$ cat src/rtl/breather_pkg.sv
// breather_pkg: FSM state encoding and default sizing shared by the LED breather blocks.
package breather_pkg;
   localparam int ST_W           = 3;
   localparam int DEF_CW         = 16;
   localparam int DEF_DUTY_W     = 8;
   localparam int DEF_STEP_DIV   = 4;
   localparam int DEF_HOLD_STEPS = 32;
   typedef enum logic [ST_W-1:0] {
      IDLE    = 3'd0,
      RISE    = 3'd1,
      HOLD_HI = 3'd2,
      FALL    = 3'd3,
      HOLD_LO = 3'd4
   } state_t;
endpackage

$ cat src/rtl/breather_tick_gen.sv
// breather_tick_gen: detects PWM phase wrap to zero and divides those ticks into duty steps.
module breather_tick_gen #(
   parameter int PH_W     = 8,
   parameter int STEP_DIV = 4
) (
   input  logic            clk,
   input  logic            rst,
   input  logic [PH_W-1:0] phase,
   input  logic            clr,
   output logic            step
);
   localparam int PW = (STEP_DIV > 1) ? $clog2(STEP_DIV) : 1;
   localparam logic [PW-1:0] LAST = PW'(STEP_DIV - 1);
   logic [PH_W-1:0] prev_q, prev_d;
   logic [PW-1:0]   presc_q, presc_d;
   logic            tick;
   always_comb begin
      prev_d  = phase;
      tick    = (phase == '0) && (prev_q != '0);
      step    = tick && !clr && (presc_q == LAST);
      presc_d = clr ? '0 : tick ? ((presc_q == LAST) ? '0 : presc_q + 1'b1) : presc_q;
   end
   always_ff @(posedge clk or posedge rst) begin
      if (rst) begin
         prev_q  <= '0;
         presc_q <= '0;
      end else begin
         prev_q  <= prev_d;
         presc_q <= presc_d;
      end
   end
endmodule

$ cat src/rtl/led_breather.sv
// led_breather: breathing-LED PWM driven from a free-running counter.
// Define LED_BREATHER_GAMMA_EN to square the duty before the PWM compare.
module led_breather
   import breather_pkg::*;
#(
   parameter int CW         = DEF_CW,
   parameter int DUTY_W     = DEF_DUTY_W,
   parameter int STEP_DIV   = DEF_STEP_DIV,
   parameter int HOLD_STEPS = DEF_HOLD_STEPS
) (
   input  logic              clk,
   input  logic              rst,
   input  logic [CW-1:0]     count_in,
   input  logic              en,
   output logic              pwm_out,
   output logic [DUTY_W-1:0] duty,
   output logic [ST_W-1:0]   state_o,
   output logic              cycle_done
);
   localparam int HW = $clog2(HOLD_STEPS + 2);
   localparam logic [HW-1:0] HOLD_LAST = HW'((HOLD_STEPS == 0) ? 0 : HOLD_STEPS - 1);
   localparam logic [DUTY_W-1:0] DMAX = '1;
   state_t            state_q, state_d;
   logic [DUTY_W-1:0] duty_q, duty_d, eff_duty, phase;
   logic [HW-1:0]     hold_q, hold_d;
   logic              pwm_q, pwm_d, done_q, done_d, step, hold_end, unused_hi;
   assign phase     = count_in[DUTY_W-1:0];
   assign unused_hi = ^count_in[CW-1:DUTY_W];
   breather_tick_gen #(.PH_W(DUTY_W), .STEP_DIV(STEP_DIV)) u_tick (
      .clk   (clk),
      .rst   (rst),
      .phase (phase),
      .clr   (!en || state_q == IDLE),
      .step  (step)
   );
`ifdef LED_BREATHER_GAMMA_EN
   logic [2*DUTY_W-1:0] duty_sq;
   assign duty_sq  = {{DUTY_W{1'b0}}, duty_q} * {{DUTY_W{1'b0}}, duty_q};
   assign eff_duty = duty_sq[2*DUTY_W-1:DUTY_W];
`else
   assign eff_duty = duty_q;
`endif
   always_comb begin
      state_d  = state_q;
      duty_d   = duty_q;
      hold_d   = hold_q;
      done_d   = 1'b0;
      hold_end = hold_q >= HOLD_LAST;
      if (!en) begin
         state_d = IDLE;
         duty_d  = '0;
         hold_d  = '0;
      end else begin
         unique case (state_q)
            IDLE: begin
               state_d = RISE;
               duty_d  = '0;
               hold_d  = '0;
            end
            RISE: if (step) begin
               duty_d = (duty_q == DMAX) ? DMAX : duty_q + 1'b1;
               if (duty_q >= DMAX - 1'b1) begin
                  state_d = HOLD_HI;
                  hold_d  = '0;
               end
            end
            HOLD_HI: if (step) begin
               hold_d  = hold_end ? '0 : hold_q + 1'b1;
               state_d = hold_end ? FALL : HOLD_HI;
            end
            FALL: if (step) begin
               duty_d = (duty_q == '0) ? '0 : duty_q - 1'b1;
               if (duty_q <= DUTY_W'(1)) begin
                  state_d = HOLD_LO;
                  hold_d  = '0;
               end
            end
            HOLD_LO: if (step) begin
               hold_d  = hold_end ? '0 : hold_q + 1'b1;
               state_d = hold_end ? RISE : HOLD_LO;
               done_d  = hold_end;
            end
            default: state_d = IDLE;
         endcase
      end
      // Uses the pre-update duty so the output lags count_in by exactly one clock.
      pwm_d = en && (state_q != IDLE) && (phase < eff_duty);
   end
   always_ff @(posedge clk or posedge rst) begin
      if (rst) begin
         state_q <= IDLE;
         duty_q  <= '0;
         hold_q  <= '0;
         pwm_q   <= 1'b0;
         done_q  <= 1'b0;
      end else begin
         state_q <= state_d;
         duty_q  <= duty_d;
         hold_q  <= hold_d;
         pwm_q   <= pwm_d;
         done_q  <= done_d;
      end
   end
   assign pwm_out    = pwm_q;
   assign duty       = duty_q;
   assign state_o    = state_q;
   assign cycle_done = done_q;
endmodule
$ cat config.mk
export PLATFORM = sky130hd
export DESIGN_NAME = led_breather
export DESIGN_NICKNAME = d
export VERILOG_FILES = /design/src/rtl/breather_pkg.sv /design/src/rtl/breather_tick_gen.sv /design/src/rtl/led_breather.sv
export SDC_FILE = /design/constraint.sdc
export NUM_CORES = 1
export LEC_CHECK = 0
export ABC_AREA = 1
export CAP_MARGIN = 20
export CORE_ASPECT_RATIO = 0.7
export CORE_MARGIN = 4
export CORE_UTILIZATION = 58
export CTS_CLUSTER_SIZE = 40
export DETAILED_ROUTE_END_ITERATION = 16
export GPL_TIMING_DRIVEN = 1
export PLACE_DENSITY = 0.85
export SLEW_MARGIN = 40
export SYNTH_ARGS = -nofsm -noshare
export SYNTH_HDL_FRONTEND = slang
export SYNTH_SLANG_ARGS = --single-unit
$ cat constraint.sdc
create_clock -name clk -period 3.6 [get_ports clk]
set_input_delay 0.36 -clock clk [delete_from_list [all_inputs] [get_ports clk]]
set_output_delay 0.36 -clock clk [all_outputs]
set_load 0.1 [all_outputs]
Yosys cells after proc, flatten, opt, wreduce, memory -nomap -nowiden
Index checks and enable logic that the tools add are counted.
Operators by class
  eq/ne operators: 15
  reductions and logical operators: 18
  $add $sub $neg: 4
  magnitude comparators: 4
  muxes and demuxes: 30
Operator list (count)
  2-to-1 mux 6 bit: 7
  2-to-1 mux 8 bit: 5
  2-to-1 mux 3 bit: 8
  one-hot mux 6 bit (4 select lines): 1
  one-hot mux 8 bit (3 select lines): 1
  != test 3 bit (second input constant): 6
  logical NOT 8 bit: 2
  one-hot mux 3 bit (5 select lines): 1
  AND reduction 6 bit: 2
  adder 8 x 1 -> 8 bit (second input constant): 1
  equality test 8 bit (second input constant): 1
  >= comparator 8 bit (second input constant): 1
  <= comparator 8 x 1 -> 1 bit (second input constant): 1
  less-than comparator 8 bit: 1
  nonzero test 8 bit: 1
  subtractor 8 x 1 -> 8 bit (second input constant): 1
  adder 6 x 1 -> 6 bit (second input constant): 1
  equality test 3 x 2 -> 1 bit (second input constant): 2
  >= comparator 6 x 5 -> 1 bit (second input constant): 1
  2-to-1 mux 2 bit: 3
  logical AND 1 bit: 5
  != test 5 x 2 -> 1 bit (second input constant): 1
  2-to-1 mux 1 bit: 4
  != test 4 x 1 -> 1 bit (second input constant): 1
  other kinds (12): 13
Word-level totals
  output and inout bits: 13
  input port bits: 19
  word-level logic and storage cells: 78
  flip-flop bits (word level): 29

Longest topological paths before layout
Gate-level depths: netlist of run 1.
  depth after elaboration: 8
  mapped depth: 11
  gate-level depth less buffers: 11

By module
A second synthesis of run 1 with hierarchy kept.
Unflattened totals
  cell total of the unflattened synthesis: 295
  area, all modules: 2088.3 um2
By module, submodules not included
  led_breather: seq. area each 475.5 um2, area an instance 1681.6 um2, instances 1, cells an instance 254
  breather_tick_gen: seq. area each 250.2 um2, area an instance 406.6 um2, instances 1, cells an instance 41

Worst setup path after synthesis of run 1
No wires, ideal clock.
  kind: flip-flop to flip-flop
  start point: reg duty_q[0] (netlist: duty[0])
  end point: reg state_q[1] (netlist: state_o[1])
  stages on the path, launching flop included: 11
  buffers on the path: 0
  clock period less this slack: 2.514 ns
  data required time: 3.524 ns
  setup slack: 1.086 ns
  data arrival time: 2.438 ns
  setup time: 0.076 ns
  cell sequence: dfrtp_1 -> inv_1 -> ha_1 -> or2_2 -> nand4_1 -> nand2_1 -> nand2_1 -> nand2_2 -> nand2_4 -> nand2_1 -> o21ai_1
Between the ends
  longest elaborated chain between the ends: 3
  elaborated cells between the ends (all ways): 5
  those cells by class: order compare: 2; eq/ne: 2; reduce/logical: 1
Ends and longest elaborated chain
  from (decl): RTL line led_breather.sv:24  | logic [DUTY_W-1:0] duty_q, duty_d, eff_duty, phase;
  from (signal assigned): RTL line led_breather.sv:98  | duty_q <= duty_d;
  <= comparator 8 x 1 -> 1 bit or >= comparator 8 bit (tied branches): RTL line led_breather.sv:73, led_breather.sv:62
  != test 3 bit (no line)
  AND reduction 6 bit (no line) (*)
  to (signal assigned): RTL line led_breather.sv:97  | state_q <= state_d;
  to (decl): RTL line led_breather.sv:23  | state_t state_q, state_d;
Every way passes the cells marked *; elsewhere a longest branch is shown, timed or not.
A chain may end at the register's enable or synchronous reset.

Worst setup path after layout of run 1
  start point: in en
  end point: reg hold_q[4]
Between the ends
  longest elaborated chain between the ends: 7
  elaborated cells between the ends (all ways): 13
  those cells by class: eq/ne: 6; mux: 1; reduce/logical: 6
Ends and longest elaborated chain
  from (decl): RTL line led_breather.sv:14  | input logic en,
  logical NOT 1 bit
  logical OR 1 bit: RTL line led_breather.sv:33  | .clr (!en || state_q == IDLE),
  logical NOT 1 bit: RTL line breather_tick_gen.sv:20  | step = tick && !clr && (presc_q == LAST);
  logical AND 1 bit (2 in series): RTL line breather_tick_gen.sv:20
  != test 3 x 2 -> 1 bit (no line) or != test 3 bit (tied branches)
  AND reduction 6 bit (no line)
  to (signal assigned): RTL line led_breather.sv:99  | hold_q <= hold_d;
  to (decl): RTL line led_breather.sv:25  | logic [HW-1:0] hold_q, hold_d;
Parallel ways exist; a longest one is shown, timed or not.

==> results.txt, run 1 <==
CP most frequent cell - nand2_1
Startpoint type of the worst setup path - input pin
Syn avg cell area - 7.462 sq um
Clock buffer depth - 2
CP Capture Type - flop
Actual slew at the worst max-slew pin - 610.1 ps
Required @ worst endpoint - 3770 ps
Syn Nets - 310
Largest family of logic cells by synthesized area - simple AND/OR/NAND/NOR gates
Rel. slew slack - 0.5927
Worst-path clk slew - 70 ps
Synth top area cells - dfrtp_1, nand2_1, ha_1, nand3_1, inv_1
Routability cong. - 0.9075
Outcome - complete, no violations
CP max stage delay - 790 ps
Post-synthesis simple-gate area fraction - 0.3850
Most frequent cells in the layout - nand2_1, dfrtp_1, nor2_1, nand3_1, inv_1
Commonest non-fill, non-tap cell in the layout - nand2_1
Area of the multi-input gates - 0.001226 sq mm
Crit path cell chain - clkdlybuf4s50_1 > inv_1 > a21oi_4 > nand4_4 > o21ai_4 > nand3_4 > nand2_1 > nand2_1
Layout cell share with drive strength beyond 1 - 0.1414
Number of port buffers - 23
# setup viols final - 0
Layout overhead on the synthesized area - 15.44%
Fmax - 467.9 MHz
Clock Skews - 6.176 ps
Total gr overflow - 0
Final min period - 2137 ps
1st-pass router iterations - 6
Unique cell type count in the Yosys netlist - 38
Max rail drop VDD - 0.6871 mV
CTS tree - yes
Gr usage total - 0.2345
Initial Util - 0.6310
# Post-CTS Setup Buffers - 0
Non-Filler Instances - 351
Core Region - 0.003276 sq mm
DRC - 0
Synth area leader - dfrtp_1
Vias in the first global route - 1837
Setup tns final - 0 ps
Initial antenna violation count - 0
Synthesized area - 0.002067 sq mm
Worst path bufs/invs - 2
Post-synthesis compound-gate area fraction - 0.1065
Setup WS post-layout - 1463 ps
DRT iter0 DRCs - 141
Leakage power - 0.001163 uW
WL final - 4937 um
Sequential share of the synthesized area - 0.3511
Yosys reg bits - 29
Reg area - 725.7 sq um
Die area - 0.004598 sq mm
Yosys warnings - 0
Register-to-Register Path Depth - 10
Hpwl dp - 3600 um
CP arrival - 2310 ps
Top cell family by delay on the critical path - buffers and inverters
Pwr dens - 640.7 mW/mm^2
Crit share post-route - 0.5937
Nets - 336
Num CTS Buffers - 5
Adder-cell share of the synthesized area - 0.08475
Max-slew violations - 0
Wire per inst - 14.07 um
H-tree lvl count - 2
Num ports - 32
Largest net degree at the start of global routing - 30
Post-Place Cells - 343
Clock insertion delay at the later pin of the skew report - 280 ps
Xor/xnor cell area share of the yosys netlist - 0.01695
Critical Path Slowest Stage Cell - clkdlybuf4s50_1
Mux share of post-synthesis cell area - 0
RSZ-0062 raised after global routing - no
Crit Path Max Fanout - 12
Vias - 1971
Max-cap viol count - 0
Root Buffer - clkbuf_8
Post-place setup slack - 1168 ps
Wire length of the first global-routing pass - 8355 um
Post-cts resize count - 0
# fillers - 283
Die Y - 57.95 um
Post-route ant nets - 0
Hold buffer count at cts - 0
Post-Syn Instances - 277
Die Width - 79.35 um
Share of the synthesized area in the top cell type - 0.3511
N_diodes - 0
Critical path depth in cells - 8
Final hold viol count - 0
CTS sink cnt - 29
Row count - 17
Drt via density - 5.615
Crit path kind - input pin to flop
Hold crit path type - input pin to async pin
## sequential cells by signal, indices dropped and copies added (netlist names)
signal	flops
duty	8
u_tick.prev_q	8
hold_q	6
state_o	3
u_tick.presc_q	2
cycle_done	1
pwm_out	1
## path summary, 6_finish.rpt
kind                                  startpoint                    endpoint  slack [ps]
setup / recovery                              en       hold_q[4]$_DFFE_PP0P_        1460
hold / removal                               rst       hold_q[1]$_DFFE_PP0P_         470
setup reg to reg             duty[0]$_DFFE_PP0P_       hold_q[4]$_DFFE_PP0P_        1530
hold reg to reg            hold_q[5]$_DFFE_PP0P_       hold_q[5]$_DFFE_PP0P_         470
max in group asynchronous                    rst  u_tick.prev_q[5]$_DFF_PP0_        2730
min in group clk           hold_q[5]$_DFFE_PP0P_       hold_q[5]$_DFFE_PP0P_         470
## layout make-up
| cell class | count | area share |
|---|---|---|
| Timing Repair Buffer | 23 | 0.06922 |
| Inverter | 25 | 0.03933 |
| Clock inverter | 1 | 0.01259 |
| Multi-Input combinational cell | 219 | 0.5139 |
| Clock buffer | 7 | 0.03618 |
| Sequential cell | 29 | 0.3041 |
| Tap cell | 47 | 0.02465 |
## through the flow
step	total power, uW	utilization	hold WS [ps]	cell area, sq um
after floorplan	1023	-	391.4	2067
after global placement	1176	0.7128	452.2	2335
after detailed placement	1169	0.6929	452.5	2270
after CTS	1525	0.7284	476.7	2386
after global routing	1622	0.7284	493.3	2386
final	1529	0.7284	471.8	2386
## per-layer routing
metal,GRT usage,vias up,share of wire
li1,-,971,-
met1,0.3350,911,0.49
met2,0.3537,82,0.42
met3,0.05280,7,0.078
met4,0.07843,0,0.0091
met5,0,-,0
## power by group
group,internal (uW),switching [uW]
clock,225,124
sequential,361,62.0
combinational,194,562
total,780,748
## synth_stat cells, drive strengths merged
library cell	instances
nand2	89
dfrtp	29
nor2	27
inv	25
nand3	23
o21ai	20
ha	14
nand4	12
a21oi	9
nor3	7
and2	2
buf	2
clkbuf	2
nand3b	2
nor3b	2
o21bai	2
xnor2	2
xor2	2
a21boi	1
nor4	1
o211ai	1
o21a	1
o31ai	1
or2	1
## worst register-to-register path, delay by kind of cell (launching register included)
| kind | cells | cell delay [ps] |
|---|---|---|
| adders and majority gates | 1 | 300 |
| and+or+nand+nor | 8 | 1000 |
| buffers and inverters | 1 | 180 |
| DFF | 1 | 530 |
## cells by family (layout without fill, tap and decap cells)
group                      count (synthesis)  in the layout
xor gates and xnor gates                   4              4
DFF                                       29             29
buffers and inverters                     29             56
adders and majority gates                 14             14
and+or+nand+nor                          166            166
AOI/OAI and AO/OA                         35             35
(Power assumes the default switching activity.)
==> inputs of run 2 (changes only) <==
--- a/config.mk
+++ b/config.mk
@@ -9,11 +9,11 @@
 export CAP_MARGIN = 20
 export CORE_ASPECT_RATIO = 0.7
 export CORE_MARGIN = 4
-export CORE_UTILIZATION = 58
+export CORE_UTILIZATION = 49
 export CTS_CLUSTER_SIZE = 40
 export DETAILED_ROUTE_END_ITERATION = 16
 export GPL_TIMING_DRIVEN = 1
-export PLACE_DENSITY = 0.85
+export PLACE_DENSITY = 0.77
 export SLEW_MARGIN = 40
 export SYNTH_ARGS = -nofsm -noshare
 export SYNTH_HDL_FRONTEND = slang
==> constraint.sdc (replaced) <==
create_clock -name clk -period 1.8 [get_ports clk]
set_input_delay 0.18 -clock clk [delete_from_list [all_inputs] [get_ports clk]]
set_output_delay 0.18 -clock clk [all_outputs]
set_load 0.1 [all_outputs]
==> run 2 against run 1 <==
Effect of this change: clock skew hardly changed; count of clock-buffer cells in the layout is 1 lower; via count down 0.20%; largest cell class unchanged; worst setup slack got worse by 1300 ps.
==> results.txt, run 2 (same netlist as run 1, synthesis figures left out) <==
Outcome - complete, no violations
Gr usage total - 0.2009 (-0.03353)
RR Endpoint - pwm_out$_DFF_PP0_
Hold crit path type - input pin to async pin
Root Buffer - clkbuf_8
Clock Skews - 5.781 ps (-0.3954 ps)
WL final - 5086 um (+3.0%)
N_diodes - 0 (unchanged)
Num CTS Buffers - 5 (unchanged)
Hold buffer count at cts - 0 (unchanged)
Initial Util - 0.5175 (-0.1135)
CP Capture Point - pwm_out$_DFF_PP0_
Setup tns final - 0 ps (unchanged)
Post-place setup slack - 20.35 ps (-1148 ps)
Post-route ant nets - 0 (unchanged)
Fmax - 605.0 MHz
Die Y - 62.34 um (+7.6%)
Clock insertion delay at the later pin of the skew report - 290 ps (about the same)
Pwr dens - 1166 mW/mm^2 (+82%)
CP arrival - 1840 ps (-470 ps)
Reg2reg start - duty[5]$_DFFE_PP0P_
Required @ worst endpoint - 1990 ps (-1780 ps)
Commonest non-fill, non-tap cell in the layout - nand2_1
Core Region - 0.003994 sq mm (+22%)
Nets - 353 (+5.1%)
Crit path kind - flop to flop
Die Width - 85.63 um (+7.9%)
# setup viols final - 0 (unchanged)
Max-cap viol count - 0 (unchanged)
Wire length of the first global-routing pass - 8583 um (+2.7%)
Worst-path clk slew - 70 ps (about the same)
Largest net degree at the start of global routing - 30 (unchanged)
Pwr Total - 3077 uW (+100%)
Number of port buffers - 23 (unchanged)
Max rail drop VDD - 0.9385 mV (+37%)
CTS tree - yes
Worst setup path startpoint - duty[5]$_DFFE_PP0P_
Total gr overflow - 0 (unchanged)
CTS sink cnt - 29 (unchanged)
CP Capture Type - flop
Max-slew violations - 0 (unchanged)
Reg2reg setup slack - 150 ps (-1380 ps)
Rel. slew slack - 0.7511 (+0.1584)
Vias - 1967 (-0.20%)
Row count - 19 (+2)
Final min period - 1653 ps
DRT iter0 DRCs - 117 (-17%)
Drt via density - 5.273 (-6.1%)
Clock buffer depth - 2 (unchanged)
Most frequent cells in the layout - nand2_1, buf_4, nor2_1, nand3_1, inv_1
Leakage power - 0.001243 uW (+6.9%)
Num ports - 32 (unchanged)
Post-Place Cells - 364 (+6.1%)
Crit Path Max Fanout - 9 (-3)
Layout overhead on the synthesized area - 27.72%
Initial antenna violation count - 0 (unchanged)
RSZ-0062 raised after global routing - no
Register-to-Register Path Depth - 6 (-4)
Crit share post-route - 0.9182
Final hold viol count - 0 (unchanged)
Routability cong. - 0.9165 (+0.99%)
Die area - 0.005338 sq mm (+16%)
DRC - 0 (unchanged)
Vias in the first global route - 1824 (-0.71%)
Actual slew at the worst max-slew pin - 373.0 ps (-237.1 ps)
Hpwl dp - 3891 um (+8.1%)
H-tree lvl count - 2 (unchanged)
1st-pass router iterations - 5 (-1)
Non-Filler Instances - 373 (+6.3%)
Setup WS post-layout - 147.2 ps (-1316 ps)
Layout cell share with drive strength beyond 1 - 0.2274 (+0.08597)
Startpoint type of the worst setup path - flop
Wire per inst - 13.64 um (-3.1%)
-- run 2: cell count changes in the layout (fill, tap and decap cells not counted), sizes merged --
cell    before  now
buf         13   30
bufinv       1    0
clkbuf       7    6
clkinv       0    2
-- run 2: report_power, final --
group	internal [uW]	switching, uW	total, uW
Combinational	544	1150	1700
Sequential	741	118	859
Clock	267	254	521
Total	1550	1530	3080
-- run 2: how the worst min path moves through the flow --
stage,cells after the start,start,endpoint,slack [ps]
floorplan,0,count_in[0],u_tick.prev_q[0]$_DFF_PP0_,210
global placement,2,hold_q[5]$_DFFE_PP0P_,hold_q[5]$_DFFE_PP0P_,450
detailed placement,2,hold_q[5]$_DFFE_PP0P_,hold_q[5]$_DFFE_PP0P_,470
CTS,3,rst,duty[4]$_DFFE_PP0P_,280
global route,3,rst,duty[4]$_DFFE_PP0P_,320
finish,3,rst,duty[4]$_DFFE_PP0P_,260
-- run 2: critical path, cell delays in order (launching register included) --
cell and delay [ps]:
dfrtp_4 530, inv_1 170, ha_1 280, a21oi_1 190, nand3b_1 140, nand2_1 60
nor3_1 190
-- run 2: metrics by stage --
step                      utilization  hold slack [ps]  area, sq um
after floorplan                     -            211.4         2113
after global placement         0.6385            446.9         2550
after detailed placement       0.6385            468.7         2550
after CTS                      0.6591            275.0         2633
after global routing           0.6610            319.2         2640
final                          0.6610            263.1         2640
-- run 2: cell type report --
cell class                 count  area (sq um)
sequential                    29         749.5
clock buffer                   6         72.57
tap                           52         65.06
multi-input combinational    219          1244
timing repair buffer          40         400.4
clock inverter                 2         10.01
inverter                      25         98.84
fill                         329          1354
-- run 2: metal layers --
layer | vias to the layer above | track usage | wire length (um)
met4 | 0 | 0.05336 | 55
met5 | - | 0 | 0
met1 | 882 | 0.2953 | 2532
li1 | 1005 | - | -
met3 | 7 | 0.04359 | 354
met2 | 73 | 0.2975 | 2143
-- run 2: timing repair --
item / CTS / global route
setup buffers: 0 / 1
gates resized for setup: 0 / 0
setup endpoints to repair: 0 / 4
